`config.mk`:
```
export PLATFORM = sky130hd
export DESIGN_NAME = gu_draw_scheduler
export DESIGN_NICKNAME = d
export VERILOG_FILES = /design/src/rtl/gu_pkg.sv /design/src/rtl/gu_rr_pick.sv /design/src/rtl/gu_draw_scheduler.sv
export SDC_FILE = /design/constraint.sdc
export NUM_CORES = 1
export LEC_CHECK = 0
export ABC_AREA = 0
export CAP_MARGIN = 15
export CORE_ASPECT_RATIO = 0.7
export CORE_MARGIN = 1.5
export CORE_UTILIZATION = 38
export CTS_CLUSTER_SIZE = 25
export DETAILED_ROUTE_END_ITERATION = 8
export PLACE_DENSITY = 0.78
export SLEW_MARGIN = 20
export SYNTH_ARGS = -nofsm -noshare
export SYNTH_HDL_FRONTEND = slang
export SYNTH_SLANG_ARGS = --single-unit
```
`constraint.sdc`:
```
create_clock -name clk -period 6.5 [get_ports clk]
set_clock_uncertainty 0.15 [all_clocks]
set_input_delay 0.975 -clock clk [delete_from_list [all_inputs] [get_ports clk]]
set_output_delay 0.975 -clock clk [all_outputs]
set_load 0.05 [all_outputs]
```
`src/rtl/gu_pkg.sv`:
```
// Shared definitions for the sprite graphing-unit draw path: scheduler state
// encoding, screen bounds and the coordinate/colour widths that every
// graphing unit and the VGA adapter agree on.
package gu_pkg;

    // Number of graphing units sharing the VGA write port.
    localparam int GU_N = 4;

    // Pixel bus widths shared by the graphing units and the VGA adapter.
    localparam int GU_X_W = 9;
    localparam int GU_Y_W = 8;
    localparam int GU_C_W = 3;

    // First off-screen coordinate on each axis (exclusive bounds).
    localparam int GU_X_MAX = 320;
    localparam int GU_Y_MAX = 240;

    // Hung-unit watchdog: maximum WAIT cycles and the counter width.
    localparam int GU_TIMEOUT = 8191;
    localparam int GU_CNT_W   = 16;

    // Scheduler states.
    typedef enum logic [1:0] {
        ST_IDLE   = 2'd0,
        ST_START  = 2'd1,
        ST_WAIT   = 2'd2,
        ST_FINISH = 2'd3
    } gu_state_e;

    // Index width for addressing n requesters (at least one bit).
    function automatic int gu_idx_w(input int n);
        return (n > 1) ? $clog2(n) : 1;
    endfunction

endpackage

```
`src/rtl/gu_rr_pick.sv`:
```
// Combinational round-robin priority picker: returns the first asserted
// request at or above ptr_i, wrapping modulo N.
module gu_rr_pick
    import gu_pkg::*;
#(
    parameter int N     = GU_N,
    parameter int IDX_W = gu_idx_w(GU_N)
) (
    input  logic [N-1:0]     req_i,
    input  logic [IDX_W-1:0] ptr_i,
    output logic             valid_o,
    output logic [IDX_W-1:0] idx_o
);

    // Search every rotation with constant indices; the highest offset is
    // visited first so the lowest offset from ptr_i wins.
    // NOTE: every output of a combinational block gets a default before any
    // conditional assignment, otherwise paths that skip an assignment infer
    // a latch.
    always_comb begin
        valid_o = 1'b0;
        idx_o   = '0;
        for (int p = 0; p < N; p++) begin
            if (ptr_i == IDX_W'(p)) begin
                for (int k = N - 1; k >= 0; k--) begin
                    if (req_i[(p + k) % N]) begin
                        valid_o = 1'b1;
                        idx_o   = IDX_W'((p + k) % N);
                    end
                end
            end
        end
    end

endmodule

```
`src/rtl/gu_draw_scheduler.sv`:
```
// Shares the single VGA adapter write port between N sprite graphing units.
// A round-robin arbiter grants one unit at a time, pulses its plot input,
// forwards its pixel stream (registered, clipped to the screen) until the
// unit reports done, then acknowledges the requester. A watchdog aborts a
// draw whose unit never reports done and raises a sticky error flag.
module gu_draw_scheduler
    import gu_pkg::*;
#(
    parameter int N       = GU_N,
    parameter int X_W     = GU_X_W,
    parameter int Y_W     = GU_Y_W,
    parameter int C_W     = GU_C_W,
    parameter int X_MAX   = GU_X_MAX,
    parameter int Y_MAX   = GU_Y_MAX,
    parameter int TIMEOUT = GU_TIMEOUT
) (
    input  logic             clk,
    input  logic             resetn,
    input  logic             enable,
    input  logic [N-1:0]     req,
    output logic [N-1:0]     ack,
    output logic [N-1:0]     gu_plot,
    input  logic [N*X_W-1:0] gu_x_in,
    input  logic [N*Y_W-1:0] gu_y_in,
    input  logic [N*C_W-1:0] gu_colour_in,
    input  logic [N-1:0]     gu_we_in,
    input  logic [N-1:0]     gu_done_in,
    output logic [X_W-1:0]   vga_x,
    output logic [Y_W-1:0]   vga_y,
    output logic [C_W-1:0]   vga_colour,
    output logic             vga_writeEn,
    output logic             busy,
    output logic             timeout_err
);

    localparam int IDX_W = gu_idx_w(N);

    // Bounds and watchdog limit sized to the buses they are compared with,
    // so every comparison is unsigned at full coordinate width.
    localparam logic [X_W-1:0]      X_LIM   = X_W'(X_MAX);
    localparam logic [Y_W-1:0]      Y_LIM   = Y_W'(Y_MAX);
    localparam logic [GU_CNT_W-1:0] CNT_LIM = GU_CNT_W'(TIMEOUT);

    // Arbitration and transaction state.
    gu_state_e             state_q, state_d;
    logic [IDX_W-1:0]      sel_q, sel_d;
    logic [IDX_W-1:0]      ptr_q, ptr_d;
    logic [GU_CNT_W-1:0]   cnt_q, cnt_d;
    logic                  terr_q, terr_d;

    // Registered VGA port.
    logic [X_W-1:0]        vga_x_q, vga_x_d;
    logic [Y_W-1:0]        vga_y_q, vga_y_d;
    logic [C_W-1:0]        vga_c_q, vga_c_d;
    logic                  vga_we_q, vga_we_d;

    // Picker result and the selected unit's stream.
    logic                  pick_valid;
    logic [IDX_W-1:0]      pick_idx;
    logic [IDX_W-1:0]      ptr_after;
    logic [X_W-1:0]        sel_x;
    logic [Y_W-1:0]        sel_y;
    logic [C_W-1:0]        sel_c;
    logic                  sel_we;
    logic                  sel_done;

    gu_rr_pick #(
        .N     (N),
        .IDX_W (IDX_W)
    ) u_pick (
        .req_i   (req),
        .ptr_i   (ptr_q),
        .valid_o (pick_valid),
        .idx_o   (pick_idx)
    );

    // The unit after the current one gets first priority next time.
    assign ptr_after = (sel_q == IDX_W'(N - 1)) ? '0 : sel_q + 1'b1;

    assign sel_we   = gu_we_in[sel_q];
    assign sel_done = gu_done_in[sel_q];

    // Multiplex the selected unit's packed pixel slice.
    always_comb begin
        sel_x = '0;
        sel_y = '0;
        sel_c = '0;
        for (int i = 0; i < N; i++) begin
            if (sel_q == IDX_W'(i)) begin
                sel_x = gu_x_in[i*X_W +: X_W];
                sel_y = gu_y_in[i*Y_W +: Y_W];
                sel_c = gu_colour_in[i*C_W +: C_W];
            end
        end
    end

    // Next-state, watchdog and one-cycle plot/ack pulse decode.
    always_comb begin
        state_d = state_q;
        sel_d   = sel_q;
        ptr_d   = ptr_q;
        cnt_d   = cnt_q;
        terr_d  = terr_q;
        gu_plot = '0;
        ack     = '0;
        unique case (state_q)
            ST_IDLE: begin
                if (enable && pick_valid) begin
                    sel_d   = pick_idx;
                    state_d = ST_START;
                end
            end
            ST_START: begin
                // done from the unit is not looked at here: it may still be
                // reporting the end of its previous sprite.
                gu_plot[sel_q] = 1'b1;
                cnt_d          = '0;
                state_d        = ST_WAIT;
            end
            ST_WAIT: begin
                cnt_d = cnt_q + 1'b1;
                if (sel_done) begin
                    state_d = ST_FINISH;
                end else if (cnt_q == CNT_LIM) begin
                    terr_d  = 1'b1;
                    ptr_d   = ptr_after;
                    state_d = ST_IDLE;
                end
            end
            ST_FINISH: begin
                ack[sel_q] = 1'b1;
                ptr_d      = ptr_after;
                state_d    = ST_IDLE;
            end
            default: begin
                state_d = ST_IDLE;
            end
        endcase
    end

    // Forwarded pixel: coordinates always follow the selected unit, the
    // write strobe only while drawing and only for on-screen pixels.
    always_comb begin
        vga_x_d  = sel_x;
        vga_y_d  = sel_y;
        vga_c_d  = sel_c;
        vga_we_d = (state_q == ST_WAIT) && sel_we &&
                   (sel_x < X_LIM) && (sel_y < Y_LIM);
    end

    // State and output registers; reset aborts any transaction at once.
    // NOTE: sequential state uses non-blocking assignments so every register
    // samples the pre-edge value of the others, independent of statement order.
    always_ff @(posedge clk or negedge resetn) begin
        if (!resetn) begin
            state_q  <= ST_IDLE;
            sel_q    <= '0;
            ptr_q    <= '0;
            cnt_q    <= '0;
            terr_q   <= 1'b0;
            vga_x_q  <= '0;
            vga_y_q  <= '0;
            vga_c_q  <= '0;
            vga_we_q <= 1'b0;
        end else begin
            state_q  <= state_d;
            sel_q    <= sel_d;
            ptr_q    <= ptr_d;
            cnt_q    <= cnt_d;
            terr_q   <= terr_d;
            vga_x_q  <= vga_x_d;
            vga_y_q  <= vga_y_d;
            vga_c_q  <= vga_c_d;
            vga_we_q <= vga_we_d;
        end
    end

    assign vga_x       = vga_x_q;
    assign vga_y       = vga_y_q;
    assign vga_colour  = vga_c_q;
    assign vga_writeEn = vga_we_q;
    assign busy        = (state_q != ST_IDLE);
    assign timeout_err = terr_q;

endmodule

```
Yosys cells after proc, flatten, opt, wreduce, memory -nomap -nowiden:

Cells that the tools add are included.

* register bits: 44

* $add $sub $neg: 2
* $lt $le $gt $ge: 4
* eq/ne operators: 14
* muxes and demuxes: 69
* bitwise logic cells: 1
* reduce and logical (&&, ||, !) cells: 15

Operators by type and width (count)
* 2-bit two-way mux: 26
* 9-bit two-way mux: 4
* 8-bit two-way mux: 4
* 16-bit one-hot mux with 2 select lines: 1
* 1-bit two-way mux: 23
* 16-bit by 1-bit adder with 16-bit output (second input constant): 1
* 16-bit by 13-bit equality test with 1-bit output (second input constant): 1
* 2-bit equality test (second input constant): 6
* 3-bit two-way mux: 4
* 9-bit less-than comparator (second input constant): 1
* 8-bit less-than comparator (second input constant): 1
* 4-bit two-way mux: 2
* 2-bit one-hot mux with 4 select lines: 1
* 2-bit by 1-bit equality test with 1-bit output (second input constant): 3
* 2-bit logical NOT: 3
* 2-bit inequality test (second input constant): 3
* 3-bit AND reduction: 2
* 2-bit nonzero test: 3
* 1-bit logical AND: 5
* 1-bit binary-select mux with 2-bit select: 2
* 2-bit one-hot mux with 2 select lines: 1
* 2-bit AND reduction: 2
* 2-bit by 3-bit less-than comparator with 1-bit output (second input constant): 1
* 3-bit inequality test (second input constant): 1
* 4 further kinds: 4

Depth between registers and ports, before layout:

Gate-level depths: netlist (run 1).

* depth after elaboration: 23
* gate-level depth with buffers: 9
* gate-level depth less buffers: 7

Cells and area by module:

Synthesis (run 1) repeated with hierarchy kept, for this count alone.

* cells, all modules: 312
* area, all modules: 2765.2 um^2

By module, submodules not included
* gu_draw_scheduler: instances 1, cells an instance 300, area each 2685.1 um^2, seq. area each 1101.1 um^2
* gu_rr_pick: instances 1, cells an instance 12, area each 80.1 um^2, seq. area each 0.0 um^2

Worst setup path before layout (run 1):

OpenSTA, ideal clock, no wires.

* path type: register to output
* start: register sel_q[0]
* end: output gu_plot[2]
* data arrival time: 1.786 ns
* required time: 5.375 ns
* path slack: 3.589 ns
* stages on the path, launching flop included: 6
* buffers on the path: 2
* cells stage by stage: dfrtp_1 inv_1 ha_1 clkbuf_1 clkbuf_1 and2_1

* cells in the longest elaborated chain, start to end: 5

RTL lines
* start: declaration: line gu_draw_scheduler.sv:46 `logic [IDX_W-1:0] sel_q, sel_d;`
* start signal: assignment: line gu_draw_scheduler.sv:167 `sel_q <= sel_d;`
* 2-bit by 3-bit less-than comparator with 1-bit output (implied by the code) or 2-bit by 1-bit greater-or-equal comparator with 1-bit output (tied branches): line gu_draw_scheduler.sv:116 `gu_plot[sel_q] = 1'b1;`
* 1-bit logical AND (implied by the code): line gu_draw_scheduler.sv:116
* 1-bit two-way mux (implied by the code): line gu_draw_scheduler.sv:116
* 1-bit demux with 2-bit select (*): line gu_draw_scheduler.sv:116
* 4-bit two-way mux (*): line gu_draw_scheduler.sv:106 `unique case (state_q)`
* end: declaration: line gu_draw_scheduler.sv:22 `output logic [N-1:0] gu_plot,`

Every way passes the cells marked *; elsewhere a longest branch is shown, timed or not.

Worst setup path after layout (run 1):

* start: register sel_q[1]
* end: output gu_plot[1]

Same word-level chain as after synthesis.

==> results of run 1 <==
report_power, final:
group / switching, mW / internal [mW] / total (mW) / leakage, nW
registers: 0.0517 / 0.359 / 0.411 / 0.572
logic: 0.633 / 0.357 / 0.990 / 0.997
clock network: 0.0965 / 0.126 / 0.222 / 0.0614
total: 0.781 / 0.841 / 1.62 / 1.63
cell families after synthesis:
kind of cell | count (synthesis) | share of synthesized area (%)
simple gates | 106 | 20.25
xor+xnor | 9 | 3.158
flops | 44 | 44.11
buf+inv | 25 | 3.759
mux | 6 | 3.108
fa+ha+maj | 9 | 4.511
compound gates | 83 | 21.10
cell usage after synthesis, types with 2 or more instances:
| cell type | n | area (µm²) |
|---|---|---|
| sky130_fd_sc_hd__o21ai_0 | 21 | 105.1 |
| sky130_fd_sc_hd__xor2_1 | 5 | 43.79 |
| sky130_fd_sc_hd__ha_1 | 9 | 112.6 |
| sky130_fd_sc_hd__a311o_1 | 2 | 20.02 |
| sky130_fd_sc_hd__clkbuf_1 | 14 | 52.55 |
| sky130_fd_sc_hd__nor3_1 | 3 | 15.01 |
| sky130_fd_sc_hd__a31oi_1 | 4 | 25.02 |
| sky130_fd_sc_hd__o31ai_1 | 2 | 15.01 |
| sky130_fd_sc_hd__nor2b_1 | 6 | 37.54 |
| sky130_fd_sc_hd__and2_1 | 8 | 50.05 |
| sky130_fd_sc_hd__dfrtp_1 | 44 | 1101 |
| sky130_fd_sc_hd__nand2_1 | 32 | 120.1 |
| sky130_fd_sc_hd__nand2b_1 | 2 | 12.51 |
| sky130_fd_sc_hd__a21oi_1 | 21 | 105.1 |
| sky130_fd_sc_hd__a22oi_1 | 19 | 142.6 |
| sky130_fd_sc_hd__nand3_1 | 8 | 40.04 |
| sky130_fd_sc_hd__nand4_1 | 5 | 31.28 |
| sky130_fd_sc_hd__inv_1 | 11 | 41.29 |
| sky130_fd_sc_hd__o22ai_1 | 8 | 50.05 |
| sky130_fd_sc_hd__xnor2_1 | 4 | 35.03 |
| sky130_fd_sc_hd__nor2_1 | 31 | 116.4 |
| sky130_fd_sc_hd__and3_1 | 2 | 12.51 |
| sky130_fd_sc_hd__mux2_2 | 4 | 45.04 |
final cells by class:
| type | instances | area, µm² | area share (%) |
|---|---|---|---|
| Clock buffer | 6 | 82.58 | 2.099 |
| Multi-Input combinational cell | 213 | 1301 | 33.08 |
| Clock inverter | 2 | 38.79 | 0.9860 |
| Inverter | 11 | 41.29 | 1.050 |
| Timing Repair Buffer | 128 | 1271 | 32.32 |
| Tap cell | 78 | 97.59 | 2.481 |
| Sequential cell | 44 | 1101 | 27.99 |
worst paths after layout:
check,to,slack [ns],start,depth (start not counted)
setup / recovery,gu_plot[1],2.70,sel_q[1],4
setup reg to reg,vga_writeEn,3.72,sel_q[1],8
hold reg to reg,timeout_err,0.34,timeout_err,1
max in group asynchronous,cnt_q[1],5.31,resetn,1
hold / removal,timeout_err,0.34,timeout_err,1
min in group asynchronous,cnt_q[9],0.52,resetn,1
routing by layer:
metal	track usage [%]	routed length, µm
met2	36.43	3512
met1	30.10	3482
met4	8.294	188
met5	0	0
met3	4.249	481
per-stage QoR:
step	instances	worst slack [ns]
6_report	482	2.699
5_1_grt	482	2.505
4_1_cts	482	2.712
3_5_place_dp	474	3.058
3_3_place_gp	474	3.088
2_1_floorplan	282	3.589
sequential cells by signal, indices dropped and copies added, names as in the netlist:
register / cells
cnt_q: 16
timeout_err: 1
vga_colour: 3
sel_q: 2
state_q: 2
vga_y: 8
ptr_q: 2
vga_writeEn: 1
vga_x: 9
==> insert_results.sql, run 1 <==
INSERT INTO impl_metrics (metric_group, metric, value, unit) VALUES
('clock_tree', 'total_clock_buffers_created_by_cts', '5', ''),
('global_route', 'overflow', '0', ''),
('worst_setup_path', 'crit_path_max_fanout', '24', ''),
('worst_setup_path', 'worst_path_max_delay_cell', 'sky130_fd_sc_hd__clkdlybuf4s50_1', ''),
('synth', 'postSynth.asyncResetShare', '100.0', '%'),
('synth', 'synth_fp_nets', '386', ''),
('worst_setup_path', 'worstSetupStartpointType', 'register', ''),
('synth', 'synth_ff_type', 'sky130_fd_sc_hd__dfrtp_1', ''),
('worst_setup_path', 'worstPathArrival', '2.68', 'ns'),
('power', 'power_leakage', '1.630', 'nW'),
('synth', 'synth-seq-area-share', '44.11', '%'),
('synth', 'ys.warnings.count', '0', ''),
('placed_design', 'placed_cell_area', '0.003810', 'mm²'),
('clock_tree', 'holdBufCountCts', '0', ''),
('worst_setup_path', 'start_to_end_type_of_the_worst_setup_path', 'register to output pin', ''),
('placed_design', 'routabilityCongestion', '0.8042', ''),
('sta', 'unrepaired_setup_endpoints_after_global_routing', 'no', ''),
('die', 'die-width', '99.87', 'µm'),
('sta', 'final.period_utilization', '58.47', '%'),
('clock_tree', 'cts_post_setup_buffers_inserted', '0', ''),
('cells_and_area', 'final_cell_mix', 'sky130_fd_sc_hd__clkdlybuf4s50_1, sky130_fd_sc_hd__dfrtp_1, sky130_fd_sc_hd__nand2_1', ''),
('sta', 'timing.final.setup_violations', '0', ''),
('cells_and_area', 'syn_to_final_growth', '57.59', '%'),
('die', 'floorplan.initialDensity', '39.77', '%'),
('power', 'peakVddDrop', '0.2681', 'mV'),
('run_status', 'status', 'complete, no violations', ''),
('sta', 'worst_hold_slack', '0.3438', 'ns'),
('synth', 'syn_area', '0.002496', 'mm²'),
('sta', 'hold_viol', '0', ''),
('clock_tree', 'cts.htree.levels', '2', ''),
('global_route', 'grt_max_degree', '45', ''),
('detailed_routing', 'dr.first_iter.drc_count', '103', ''),
('synth', 'ys_types', '40', ''),
('global_route', 'global_route_usage_over_all_layers', '22.44', '%'),
('synth', 'postSynthAreaPerCell', '8.852', 'µm²'),
('detailed_routing', 'routedWlPerCell', '15.90', 'µm'),
('global_route', 'number_of_global_route_vias_before_repair', '2513', ''),
('clock_tree', 'insertion_delay', '0.30', 'ns'),
('detailed_routing', 'drt_wl_total', '7.665', 'mm'),
('clock_tree', 'post_cts_resize_count', '0', ''),
('cells_and_area', 'antenna_cells_inserted', '0', ''),
('die', 'dieHeight', '70.81', 'µm'),
('placed_design', 'number_of_buffer_cells_added_on_primary_ports', '125', ''),
('die', 'rows', '24', ''),
('detailed_routing', 'viasPerCell', '5.313', ''),
('power', 'post_layout_total_power', '1.623', 'mW'),
('detailed_routing', 'vias', '2561', ''),
('synth', 'synthCells', '282', ''),
('worst_setup_path', 'slowest_delay', '0.80', 'ns'),
('worst_setup_path', 'crit_chain', 'inv_1 -> ha_1 -> and2_1 -> clkdlybuf4s50_1', ''),
('worst_setup_path', 'critical_path_required', '5.37', 'ns'),
('clock_tree', 'ctsLongestPathBuffers', '2', ''),
('worst_setup_path', 'cp.buffers_inverters', '2', ''),
('cells_and_area', 'final_layout_size_suffix_gt1_share', '5.446', '%'),
('worst_hold_path', 'min_path_type', 'register to register', ''),
('sta', 'max_clock_freq', '263.1', 'MHz'),
('placed_design', 'dpl.hpwl', '5.770', 'mm'),
('global_route', 'antenna_found_initial', '0', ''),
('cells_and_area', 'postLayoutCellArea', '0.003934', 'mm²'),
('synth', 'synthesis_stage_register_bit_count', '44', ''),
('sta', 'post-route-min-period', '3.801', 'ns'),
('die', 'dieArea', '0.007072', 'mm²'),
('cells_and_area', 'layout.cells.most_common', 'sky130_fd_sc_hd__clkdlybuf4s50_1', ''),
('detailed_routing', 'drc', '0', ''),
('sta', 'drv_slew', '0', ''),
('sta', 'final.setup.tns', '0', 'ns'),
('sta', 'timing.slew.headroom', '40.87', '%'),
('detailed_routing', 'number_of_nets_with_antenna_violations_after_detailed_routing', '0', ''),
('worst_setup_path', 'end_kind', 'output pin', ''),
('synth', 'synth_enable_flop_cells', '0', ''),
('die', 'core_area', '0.006276', 'mm²');
No activity file was read; power rests on OpenSTA's default activity.
==> inputs of run 2 (changes only) <==
==> constraint.sdc (replaced) <==
create_clock -name clk -period 3.6 [get_ports clk]
set_clock_uncertainty 0.15 [all_clocks]
set_input_delay 0.54 -clock clk [delete_from_list [all_inputs] [get_ports clk]]
set_output_delay 0.54 -clock clk [all_outputs]
set_load 0.05 [all_outputs]
==> insert_results.sql, run 2 (synthesis gave the netlist of run 1 again) <==
INSERT INTO impl_metrics (metric_group, metric, value, unit) VALUES
('clock_tree', 'cts.reportedPaths.clkPinSlew', '0.08', 'ns'),
('sta', 'hold_viol', '0', ''),
('die', 'rows', '24', ''),
('worst_setup_path', 'crit_chain', 'inv_1 -> ha_1 -> and2_1 -> clkdlybuf4s50_1', ''),
('detailed_routing', 'number_of_nets_with_antenna_violations_after_detailed_routing', '0', ''),
('global_route', 'grt_first_pass_wirelength', '12.39', 'mm'),
('worst_setup_path', 'worstPathArrival', '2.39', 'ns'),
('worst_hold_path', 'min_path_type', 'input pin to async pin', ''),
('power', 'peakVddDrop', '0.4345', 'mV'),
('clock_tree', 'clock_tree.root_cell', 'sky130_fd_sc_hd__clkbuf_8', ''),
('sta', 'drv_slew', '0', ''),
('global_route', 'global_route_usage_over_all_layers', '22.25', '%'),
('sta', 'timing.final.setup_violations', '0', ''),
('die', 'dieHeight', '70.81', 'µm'),
('clock_tree', 'holdBufCountCts', '0', ''),
('cells_and_area', 'layout.cells.most_common', 'sky130_fd_sc_hd__clkdlybuf4s50_1', ''),
('sta', 'unrepaired_setup_endpoints_after_global_routing', 'no', ''),
('clock_tree', 'cts_post_setup_buffers_inserted', '0', ''),
('placed_design', 'detailedPlace.worstSlack', '0.8603', 'ns'),
('global_route', 'antenna_found_initial', '0', ''),
('power', 'power_leakage', '1.618', 'nW'),
('worst_setup_path', 'end_kind', 'output pin', ''),
('worst_setup_path', 'slowest_delay', '0.80', 'ns'),
('worst_setup_path', 'critical-path-top-delay-family', 'buffers and inverters', ''),
('die', 'dieArea', '0.007072', 'mm²'),
('clock_tree', 'cts_tree', 'done', ''),
('detailed_routing', 'viasPerCell', '5.317', ''),
('cells_and_area', 'regMostFlops', 'cnt_q', ''),
('detailed_routing', 'drt_wl_total', '7.664', 'mm'),
('global_route', 'grt_max_degree', '45', ''),
('run', 'drv.max_cap_violation_count', '0', ''),
('clock_tree', 'post_cts_resize_count', '0', ''),
('detailed_routing', 'drc', '0', ''),
('die', 'die-width', '99.87', 'µm'),
('power', 'post_layout_total_power', '2.870', 'mW'),
('sta', 'max_clock_freq', '324.6', 'MHz'),
('detailed_routing', 'dr.first_iter.drc_count', '139', ''),
('cells_and_area', 'max_ffs_per_register', '16', ''),
('worst_setup_path', 'r2r_startpoint', 'sel_q[1]', ''),
('cells_and_area', 'syn_to_final_growth', '56.79', '%'),
('worst_setup_path', 'worst_path_max_delay_cell', 'sky130_fd_sc_hd__clkdlybuf4s50_1', ''),
('placed_design', 'placed_cell_area', '0.003817', 'mm²'),
('placed_design', 'routabilityCongestion', '0.7982', ''),
('die', 'boundaryPins', '126', ''),
('clock_tree', 'total_clock_buffers_created_by_cts', '5', ''),
('sta', 'post-route-min-period', '3.080', 'ns'),
('cells_and_area', 'final_cell_mix', 'sky130_fd_sc_hd__clkdlybuf4s50_1, sky130_fd_sc_hd__dfrtp_1, sky130_fd_sc_hd__nand2_1', ''),
('worst_setup_path', 'crit_path_max_fanout', '14', ''),
('worst_setup_path', 'critical_path_required', '2.91', 'ns'),
('power', 'cellPowerDensity', '733.3', 'mW/mm²'),
('worst_setup_path', 'setup.worst_path.start', 'sel_q[1]', ''),
('sta', 'final.period_utilization', '85.57', '%'),
('cells_and_area', 'antenna_cells_inserted', '0', ''),
('cells_and_area', 'postLayoutCellArea', '0.003914', 'mm²'),
('worst_setup_path', 'worstSetupStartpointType', 'register', ''),
('detailed_routing', 'routedWlPerCell', '15.87', 'µm'),
('detailed_routing', 'detail_route.first_pass.iterations', '5', ''),
('cells_and_area', 'final_layout_size_suffix_gt1_share', '5.432', '%'),
('global_route', 'overflow', '0', ''),
('run_status', 'status', 'complete, no violations', ''),
('detailed_routing', 'vias', '2568', ''),
('placed_design', 'post_placement_cell_count', '475', ''),
('cells_and_area', 'final_nets', '508', ''),
('sta', 'timing.slew.headroom', '47.68', '%'),
('clock_tree', 'cts.htree.levels', '2', ''),
('placed_design', 'dpl.hpwl', '5.843', 'mm'),
('worst_setup_path', 'cp.buffers_inverters', '2', ''),
('die', 'floorplan.initialDensity', '39.77', '%'),
('clock_tree', 'insertion_delay', '0.30', 'ns'),
('sta', 'layout_setup_ws', '0.5195', 'ns'),
('clock_tree', 'ctsLongestPathBuffers', '2', ''),
('cells_and_area', 'nFillCells', '531', ''),
('worst_setup_path', 'start_to_end_type_of_the_worst_setup_path', 'register to output pin', ''),
('cells_and_area', 'final_cell_count_no_fill', '483', ''),
('placed_design', 'number_of_buffer_cells_added_on_primary_ports', '125', ''),
('global_route', 'number_of_global_route_vias_before_repair', '2534', ''),
('clock_tree', 'cts_sinks', '44', ''),
('sta', 'final.setup.tns', '0', 'ns'),
('die', 'core_area', '0.006276', 'mm²'),
('sta', 'tightest_slew', '0.7747', 'ns');
==> run 2: changes by cell type in the layout (fill, tap and decap cells not counted), sizes merged <==
cell / before / now
buf: 4 / 5
bufinv: 1 / 0
clkbuf: 6 / 7
clkinv: 1 / 0
clkinvlp: 0 / 1
==> run 2: worst reg2reg max path, delay by kind of cell, from the launching register on <==
family	cells	cell delay, ns
AND/OR/NAND/NOR	3	0.46
AO/OA/AOI/OAI	2	0.34
adder cells (fa/ha/maj)	1	0.38
buffers and inverters	3	0.65
flip-flops	1	0.50
==> run 2: cell type report <==
cell class | count | area (µm²) | share of cell area [%]
Timing Repair Buffer | 129 | 1279 | 32.67
Sequential cell | 44 | 1101 | 28.13
Clock inverter | 1 | 7.507 | 0.1918
Multi-Input combinational cell | 213 | 1301 | 33.25
Inverter | 11 | 41.29 | 1.055
Tap cell | 78 | 97.59 | 2.494
Clock buffer | 7 | 86.33 | 2.206
==> run 2: worst paths after layout <==
path	endpoint	slack [ns]	cells past startpoint
worst max-delay path	gu_plot[1]	0.52	4
worst min-delay path	vga_x[4]	0.08	1
worst max register to register	vga_writeEn	1.03	9
worst min register to register	timeout_err	0.34	1
max in group asynchronous	vga_x[2]	2.85	1
min in group clk	timeout_err	0.34	1
==> run 2: power breakdown <==
| part | total (mW) | internal, mW | switching [mW] |
|---|---|---|---|
| logic | 1.81 | 0.653 | 1.15 |
| registers | 0.741 | 0.648 | 0.0925 |
| clock network | 0.322 | 0.156 | 0.166 |
==> run 2: stage by stage <==
step           hold slack [ns]  utilization (%)
6_report               0.08053            62.36
5_1_grt                 0.1265            62.36
4_1_cts                 0.2849            62.32
3_5_place_dp            0.3242            60.83
3_3_place_gp            0.3170            60.83
2_1_floorplan          0.09441                -
==> run 2: metal layers <==
metal	vias to the layer above	global-route usage, %	wire, µm
li1	1241	-	-
met1	1198	30.24	3459
met2	112	36.21	3496
met3	17	4.249	538
met4	0	7.042	170
met5	-	0	0
